<file path="config.mk">
export PLATFORM = sky130hd
export DESIGN_NAME = counter_arbiter
export DESIGN_NICKNAME = d
export VERILOG_FILES = /design/src/rtl/counter_arbiter.sv
export SDC_FILE = /design/constraint.sdc
export NUM_CORES = 1
export LEC_CHECK = 0
export BUFFER_PORTS_ARGS = -buffer_cell sky130_fd_sc_hd__buf_2
export CORE_UTILIZATION = 44
export CTS_BUF_LIST = sky130_fd_sc_hd__clkbuf_2
export CTS_CLUSTER_DIAMETER = 80
export DETAILED_ROUTE_END_ITERATION = 8
export PLACE_DENSITY = 0.81
export SKIP_CTS_REPAIR_TIMING = 1
export SLEW_MARGIN = 15
export SYNTH_ARGS = -nofsm -noshare
export SYNTH_HDL_FRONTEND = slang
export SYNTH_SLANG_ARGS = --single-unit
export TNS_END_PERCENT = 30
</file>
<file path="constraint.sdc">
create_clock -name clk -period 1.4 [get_ports clk]
set_input_delay 0.28 -clock clk [delete_from_list [all_inputs] [get_ports clk]]
set_output_delay 0.28 -clock clk [all_outputs]
set_load 0.01 [all_outputs]
</file>
<file path="src/rtl/counter_arbiter.sv">
// counter_arbiter: round-robin arbiter that sequences two requesters'
// commands (increment / load / clear) onto an external 3-bit counter.
// Each accepted command drives one registered strobe. One cycle later the
// winner gets a done pulse, and the counter value then reflects the command.
// An increment at cnt==7 is refused: no strobe is driven, and done and err
// pulse together on the next cycle.
module counter_arbiter (
   input  logic       clk,
   input  logic       rst,
   input  logic       req0,
   input  logic       req1,
   input  logic [1:0] op0,
   input  logic [1:0] op1,
   input  logic [2:0] val0,
   input  logic [2:0] val1,
   input  logic [2:0] cnt,
   output logic       cnt_rst,
   output logic       cnt_ld,
   output logic       cnt_inc,
   output logic [2:0] cnt_data,
   output logic       done0,
   output logic       done1,
   output logic       err0,
   output logic       err1
);

   // state | meaning
   // INIT  | post-reset cycle: counter clear strobe high, requests ignored
   // IDLE  | arbitrate; accept at most one command per visit
   // ISSUE | the accepted command's strobe is high (none for no-op)
   // WAIT  | counter shows the result; winner's done (and err) pulse
   typedef enum logic [1:0] {
      ST_INIT  = 2'd0,
      ST_IDLE  = 2'd1,
      ST_ISSUE = 2'd2,
      ST_WAIT  = 2'd3
   } state_t;

   localparam logic [1:0] OP_INC = 2'b01;
   localparam logic [1:0] OP_LD  = 2'b10;
   localparam logic [1:0] OP_CLR = 2'b11;

   state_t     state_q, state_d;
   logic       ptr_q, ptr_d;
   logic       win_q, win_d;
   logic       cnt_rst_q, cnt_rst_d;
   logic       cnt_ld_q, cnt_ld_d;
   logic       cnt_inc_q, cnt_inc_d;
   logic [2:0] cnt_data_q, cnt_data_d;
   logic       done0_q, done0_d;
   logic       done1_q, done1_d;
   logic       err0_q, err0_d;
   logic       err1_q, err1_d;

   logic       any_req;
   logic       win;
   logic [1:0] sel_op;
   logic [2:0] sel_val;

   // Round-robin pick: a lone requester wins; a tie goes to the one not at ptr
   always_comb begin
      any_req = req0 | req1;
      if (req0 && req1) begin
         win = ~ptr_q;
      end else begin
         win = req1;
      end
      sel_op  = win ? op1 : op0;
      sel_val = win ? val1 : val0;
   end

   // Next state and next registered outputs
   always_comb begin
      state_d    = state_q;
      ptr_d      = ptr_q;
      win_d      = win_q;
      cnt_rst_d  = 1'b0;
      cnt_ld_d   = 1'b0;
      cnt_inc_d  = 1'b0;
      cnt_data_d = cnt_data_q;
      done0_d    = 1'b0;
      done1_d    = 1'b0;
      err0_d     = 1'b0;
      err1_d     = 1'b0;
      case (state_q)
         ST_INIT: begin
            state_d = ST_IDLE;
         end
         ST_IDLE: begin
            if (any_req) begin
               ptr_d = win;
               win_d = win;
               if (sel_op == OP_INC && cnt == 3'd7) begin
                  // Refused increment: skip ISSUE so the counter never wraps
                  state_d = ST_WAIT;
                  done0_d = ~win;
                  done1_d = win;
                  err0_d  = ~win;
                  err1_d  = win;
               end else begin
                  state_d = ST_ISSUE;
                  case (sel_op)
                     OP_INC: cnt_inc_d = 1'b1;
                     OP_LD: begin
                        cnt_ld_d   = 1'b1;
                        cnt_data_d = sel_val;
                     end
                     OP_CLR:  cnt_rst_d = 1'b1;
                     default: ;
                  endcase
               end
            end
         end
         ST_ISSUE: begin
            state_d = ST_WAIT;
            done0_d = ~win_q;
            done1_d = win_q;
         end
         ST_WAIT: begin
            state_d = ST_IDLE;
         end
         default: begin
            state_d = ST_INIT;
         end
      endcase
   end

   // State and output registers; reset parks in INIT with the clear strobe up
   always_ff @(posedge clk or negedge rst) begin
      if (!rst) begin
         state_q    <= ST_INIT;
         ptr_q      <= 1'b1;
         win_q      <= 1'b0;
         cnt_rst_q  <= 1'b1;
         cnt_ld_q   <= 1'b0;
         cnt_inc_q  <= 1'b0;
         cnt_data_q <= 3'd0;
         done0_q    <= 1'b0;
         done1_q    <= 1'b0;
         err0_q     <= 1'b0;
         err1_q     <= 1'b0;
      end else begin
         state_q    <= state_d;
         ptr_q      <= ptr_d;
         win_q      <= win_d;
         cnt_rst_q  <= cnt_rst_d;
         cnt_ld_q   <= cnt_ld_d;
         cnt_inc_q  <= cnt_inc_d;
         cnt_data_q <= cnt_data_d;
         done0_q    <= done0_d;
         done1_q    <= done1_d;
         err0_q     <= err0_d;
         err1_q     <= err1_d;
      end
   end

   assign cnt_rst  = cnt_rst_q;
   assign cnt_ld   = cnt_ld_q;
   assign cnt_inc  = cnt_inc_q;
   assign cnt_data = cnt_data_q;
   assign done0    = done0_q;
   assign done1    = done1_q;
   assign err0     = err0_q;
   assign err1     = err1_q;

endmodule

</file>
==> run_results.csv, run 1 <==
group,metric,value,unit
floorplanning,dieArea,0.00174,mm²
floorplanning,ioPinCount,27,
critical_path,cp_slowest_cell,"dfstp_2",
critical_path,r2r_start,"ptr_q$_DFFE_PN1P_",
critical_path,critical_path_required,1.56,ns
critical_path,cp-end-kind,"register",
timing,slew_viol_final,0,
clock_network,clockBufferDepth,2,
route,via_count,617,
power_and_ir_drop,leakagePower,0.523,nW
timing,setup_viol,4,
timing,tns,-0.694,ns
critical_path,crit_chain,"a21boi_4, mux2i_2, nor3_4, mux2_1",
synth,synthTopCellsByArea,"dfrtp_1, dfstp_2, mux2_2",
route,drtPass1Iterations,4,
synth,synthCells,61,
synth,syn_area_per_cell,11.3,µm²
floorplanning,core.rowCount,13,
synth,synth_common_cells,"dfrtp_1, nand2_1, inv_1",
timing,max_freq,623,MHz
clock_network,cts_tree,"built",
final_layout,antenna_cells,0,
run,maxCapViolCount,0,
synth,syn_nets,81,
final_layout,fin_nets,125,
synth,synth_cell_types,22,
timing,setup_ws,-0.206,ns
floorplanning,initial_core_util,50.0,%
clock_network,clk_latency,0.27,ns
route,wire_per_inst,13.1,µm
clock_network,cts_root_buf,"clkbuf_2",
clock_network,cts_inserted_buffers,3,
route,routed_wl,1560,µm
timing,post-route-period-util,115,%
power_and_ir_drop,power_per_cell_area,1550,mW/mm²
critical_path,crit_buf_inv,0,
timing,fin_skew,0.00247,ns
status,violations,"setup timing",
timing,hold_viol_final,0,
route,viasPerCell,5.18,
synth,synth_top_cell_area_share,43.4,%
clock_network,cts_max_level,1,
route,top_layer_used,"met4",
critical_path,path_max_fanout,6,
critical_path,crit_type,"reg -> reg",
clock_network,path_clk_slew,0.12,ns
min_path,min-delay-start,"op1[1]",
critical_path,startpoint,"ptr_q$_DFFE_PN1P_",
route,dr.first_iter.drc_count,12,
synth,ys_warn_count,0,
synth,synth_area,692,µm²
min_path,hold_class,"in -> reg",
floorplanning,dieHeight,41.7,µm
critical_path,cp_top_family,"flip-flops",
route,drc,0,
floorplanning,dieWidth,41.7,µm
global_route,grt_pass1_vias,603,
status,outcome,"finished with violations",
global_route,grt_max_degree,15,
timing,holdWs,0.245,ns
synth,ys.flop_type,"dfrtp_1",
route,met3WireLength,67,µm
critical_path,arrival,1.76,ns
power_and_ir_drop,finalPower,1.54,mW
placement,dp_hpwl,1230,µm
synth,yosys.area.top_type,"dfrtp_1",
global_route,antenna_found_initial,0,
final_layout,drive_gt1_share,52.9,%
synth,synth_edf_count,0,
power_and_ir_drop,peakVddDrop,1.27,mV
final_layout,area_growth,43.9,%
synth,ys_seq_elements,14,
route,antenna_left,0,
global_route,grt.overflow.total,0,
timing,worst_slew_pin_slew,0.307,ns
timing,max_slew_margin,79.1,%
timing,period_needed,1.61,ns
critical_path,start_kind,"register",
timing,rsz0062_at_grt,"true",
global_route,grt_pass1_wl,2460,µm
placement,io_buffers,26,
critical_path,slowest_delay,0.58,ns
synth,yosysMostFrequentCell,"dfrtp_1",
clock_network,cts_sinks,14,
floorplanning,core-area,0.00138,mm²
route,dr_wl_met2,837,µm
synth,postSynth.asyncResetShare,100,%
synth,synth-seq-area-share,51.0,%
global_route,track_usage,18.9,%
route,met1_length,635,µm
placement,gp_congestion,0.830,
[worst paths after layout]
kind | cells past startpoint | slack (ns) | to
max reg2reg | 4 | -0.21 | cnt_data[2]$_DFFE_PN0P_
min reg2reg | 1 | 0.50 | cnt_data[1]$_DFFE_PN0P_
min | 2 | 0.24 | err1$_DFF_PN0_
max in group asynchronous | 2 | 0.70 | cnt_rst$_DFF_PN1_
min in group asynchronous | 2 | 0.42 | cnt_data[0]$_DFFE_PN0P_
max | 4 | -0.21 | cnt_data[2]$_DFFE_PN0P_
[area by class of cell]
type | instances | area [µm²]
tap | 15 | 18.8
fill | 95 | 387
clock buffer | 3 | 15.0
sequential | 14 | 353
timing repair buffer | 39 | 230
multi-input combinational | 42 | 357
inverter | 5 | 18.8
clock inverter | 1 | 3.75
[per-stage QoR]
step,instances,util [%],instance area (µm²),setup slack (ns)
detailed placement,114,67.6,935,-0.187
floorplan,61,-,696,-0.0844
global route,119,72.0,996,-0.240
global placement,114,67.6,935,-0.124
CTS,118,69.0,953,-0.212
finish,119,72.0,996,-0.206
[layer usage]
metal | vias up | track usage (%)
met2 | 14 | 33.8
met3 | 2 | 8.26
met1 | 302 | 20.1
met4 | 0 | 5.16
met5 | - | 0
li1 | 299 | -
[kinds of logic after synthesis]
| family | share of synthesized area, % |
|---|---|
| AND/OR/NAND/NOR | 16.3 |
| buffers and inverters | 2.71 |
| multiplexers | 14.3 |
| adder cells (fa/ha/maj) | 5.43 |
| AO/OA/AOI/OAI | 10.3 |
| flip-flops | 51.0 |
[power by group]
group / leakage (nW) / internal (mW) / switching (mW)
combinational: 0.335 / 0.369 / 0.373
sequential: 0.174 / 0.546 / 0.0713
clock: 0.0140 / 0.0620 / 0.120
total: 0.523 / 0.977 / 0.564
[cells in the final DEF (no fill, tap or decap)]
cell type and count:
nand2_1 9, mux2_2 4, and2_1 1, mux2i_1 1, nor2b_1 2, buf_2 26, clkinv_1 1, dfstp_2 2
inv_1 5, o21ba_2 1, nor2_1 3, a21boi_4 1, dfrtp_1 12, buf_4 12, nor3_2 2, ha_1 3
mux2i_2 1, mux2_1 3, dlygate4sd3_1 1, nor4_4 1, nor3_4 1, a32o_1 1, a32oi_1 1, nand3_1 2
nand2b_1 1, o41ai_2 1, clkbuf_2 3, o21ai_0 3
[registers in the layout, indices dropped and copies added (netlist names)]
name and flops:
cnt_data 3, state_q 2, cnt_inc 1, cnt_ld 1, cnt_rst 1, done0 1, done1 1, err0 1
err1 1, ptr_q 1, win_q 1
Note: power is estimated with default switching activity, not from simulation.
==> run 2, diff against run 1 <==
--- a/config.mk
+++ b/config.mk
@@ -11,7 +11,6 @@
 export CTS_CLUSTER_DIAMETER = 80
 export DETAILED_ROUTE_END_ITERATION = 8
 export PLACE_DENSITY = 0.81
-export SKIP_CTS_REPAIR_TIMING = 1
 export SLEW_MARGIN = 15
 export SYNTH_ARGS = -nofsm -noshare
 export SYNTH_HDL_FRONTEND = slang
==> run_results.csv, run 2 (synthesis gave the netlist of run 1 again) <==
group,metric,value,unit
clock_network,cts_setup_buffers,0,
final_layout,largest_reg_flops,3,
critical_path,cp_top_family,"flip-flops",
power_and_ir_drop,peakVddDrop,1.23,mV
timing,tns,-0.655,ns
placement,gp_congestion,0.830,
final_layout,multi_input_area,357,µm²
placement,dpl_cell_area,935,µm²
route,wire_per_inst,13.6,µm
global_route,grt_pass1_wl,2590,µm
floorplanning,ioPinCount,27,
route,antenna_left,0,
floorplanning,dieArea,0.00174,mm²
global_route,antenna_found_initial,0,
critical_path,path_max_fanout,6,
timing,max_slew_margin,79.0,%
route,via_count,621,
global_route,grt.overflow.total,0,
critical_path,cp-end-kind,"register",
timing,post-route-period-util,114,%
final_layout,layout_common_cells,"buf_2, dfrtp_1, buf_4",
critical_path,arrival,1.77,ns
global_route,grt_max_degree,15,
run,maxCapViolCount,0,
final_layout,mostFrequentLayoutCell,"buf_2",
route,drc,0,
critical_path,cp_slowest_cell,"dfstp_2",
clock_network,cts_inserted_buffers,3,
final_layout,fin_nets,125,
floorplanning,dieWidth,41.7,µm
timing,slew_viol_final,0,
final_layout,fillers,93,
final_layout,antenna_cells,0,
final_layout,area_growth,43.9,%
timing,setup_ws,-0.198,ns
placement,dp_hpwl,1230,µm
clock_network,cts_root_buf,"clkbuf_2",
status,violations,"setup timing",
route,drtPass1Iterations,5,
timing,max_freq,626,MHz
clock_network,clockBufferDepth,2,
clock_network,cts_sinks,14,
route,routed_wl,1620,µm
status,outcome,"finished with violations",
clock_network,cts_tree,"built",
critical_path,critical_path_required,1.57,ns
critical_path,crit_type,"reg -> reg",
critical_path,crit_buf_inv,0,
timing,fin_skew,0.000833,ns
route,viasPerCell,5.22,
final_layout,final_util,72.0,%
route,dr.first_iter.drc_count,12,
final_layout,drive_gt1_share,54.8,%
timing,worst_slew_pin_slew,0.309,ns
critical_path,crit_chain,"a21boi_4, mux2i_2, nor3_4, mux2_1",
power_and_ir_drop,power_per_cell_area,1580,mW/mm²
critical_path,slowest_delay,0.58,ns
power_and_ir_drop,leakagePower,0.520,nW
global_route,track_usage,20.2,%
clock_network,clk_latency,0.28,ns
floorplanning,core.rowCount,13,
clock_network,path_clk_slew,0.12,ns
timing,hold_viol_final,0,
floorplanning,initial_core_util,50.0,%
min_path,hold_class,"in -> reg",
floorplanning,dieHeight,41.7,µm
floorplanning,core-area,0.00138,mm²
final_layout,register_area,353,µm²
timing,rsz0062_at_grt,"true",
global_route,grt_pass1_vias,616,
clock_network,cts_max_level,1,
timing,setup_viol,4,
final_layout,final_area,996,µm²
timing,period_needed,1.60,ns
placement,io_buffers,26,
critical_path,start_kind,"register",
==> run 2: cell counts in the layout (fill, tap and decap cells not counted) <==
No cell type changed its count.
==> run 2: report_power, final <==
| part | internal, mW | switching, mW | total [mW] |
|---|---|---|---|
| sequential | 0.546 | 0.0752 | 0.622 |
| clock | 0.0620 | 0.125 | 0.187 |
| combinational | 0.377 | 0.388 | 0.765 |
| total | 0.985 | 0.588 | 1.57 |
==> run 2: timing repair <==
action / 4_1_cts / 5_1_grt
pin swaps: 1 / 0
hold endpoints to repair: 12 / 0
gates resized for setup: 4 / 3
setup endpoints to repair: 6 / 8
hold buffers: 1 / 0
==> run 2: stage by stage <==
stage / std cells / hold slack [ns] / setup slack, ns / power [mW]
2_1_floorplan: 61 / -0.0156 / -0.0844 / 1.00
3_3_place_gp: 114 / 0.187 / -0.124 / 1.29
3_5_place_dp: 114 / 0.189 / -0.187 / 1.33
4_1_cts: 119 / 0.214 / -0.212 / 1.54
5_1_grt: 119 / 0.186 / -0.240 / 1.67
6_report: 119 / 0.213 / -0.198 / 1.57
==> run 2: area by class of cell <==
class / instances / share of cell area (%)
clock buffers: 3 / 1.51
clock inverters: 1 / 0.377
inverters: 5 / 1.88
multi-input cells: 42 / 35.8
flip-flops and latches: 14 / 35.4
well taps: 15 / 1.88
repair buffers: 39 / 23.1
==> run 2: per-layer routing <==
layer / up-vias / global-route usage (%) / share of wire, %
met5: - / 0 / 0
met4: 0 / 4.52 / 1.6
met3: 6 / 9.13 / 6.4
met2: 24 / 36.3 / 52
met1: 294 / 21.5 / 40
li1: 297 / - / -
==> run 2: worst paths after layout <==
check | endpoint | slack [ns] | startpoint | depth (start not counted)
setup / recovery | cnt_data[2]$_DFFE_PN0P_ | -0.20 | ptr_q$_DFFE_PN1P_ | 4
setup reg to reg | cnt_data[2]$_DFFE_PN0P_ | -0.20 | ptr_q$_DFFE_PN1P_ | 4
hold / removal | err1$_DFF_PN0_ | 0.21 | op1[1] | 2
max in group asynchronous | cnt_rst$_DFF_PN1_ | 0.70 | rst | 2
hold reg to reg | cnt_data[1]$_DFFE_PN0P_ | 0.50 | cnt_data[1]$_DFFE_PN0P_ | 1
min in group asynchronous | cnt_data[0]$_DFFE_PN0P_ | 0.41 | rst | 2
==> run 2: worst register-to-register path, delay by kind of cell (launching register included) <==
family | cells | cell delay, ns
AOI/OAI and AO/OA | 1 | 0.09
and+or+nand+nor | 1 | 0.26
muxes | 2 | 0.56
DFF | 1 | 0.58
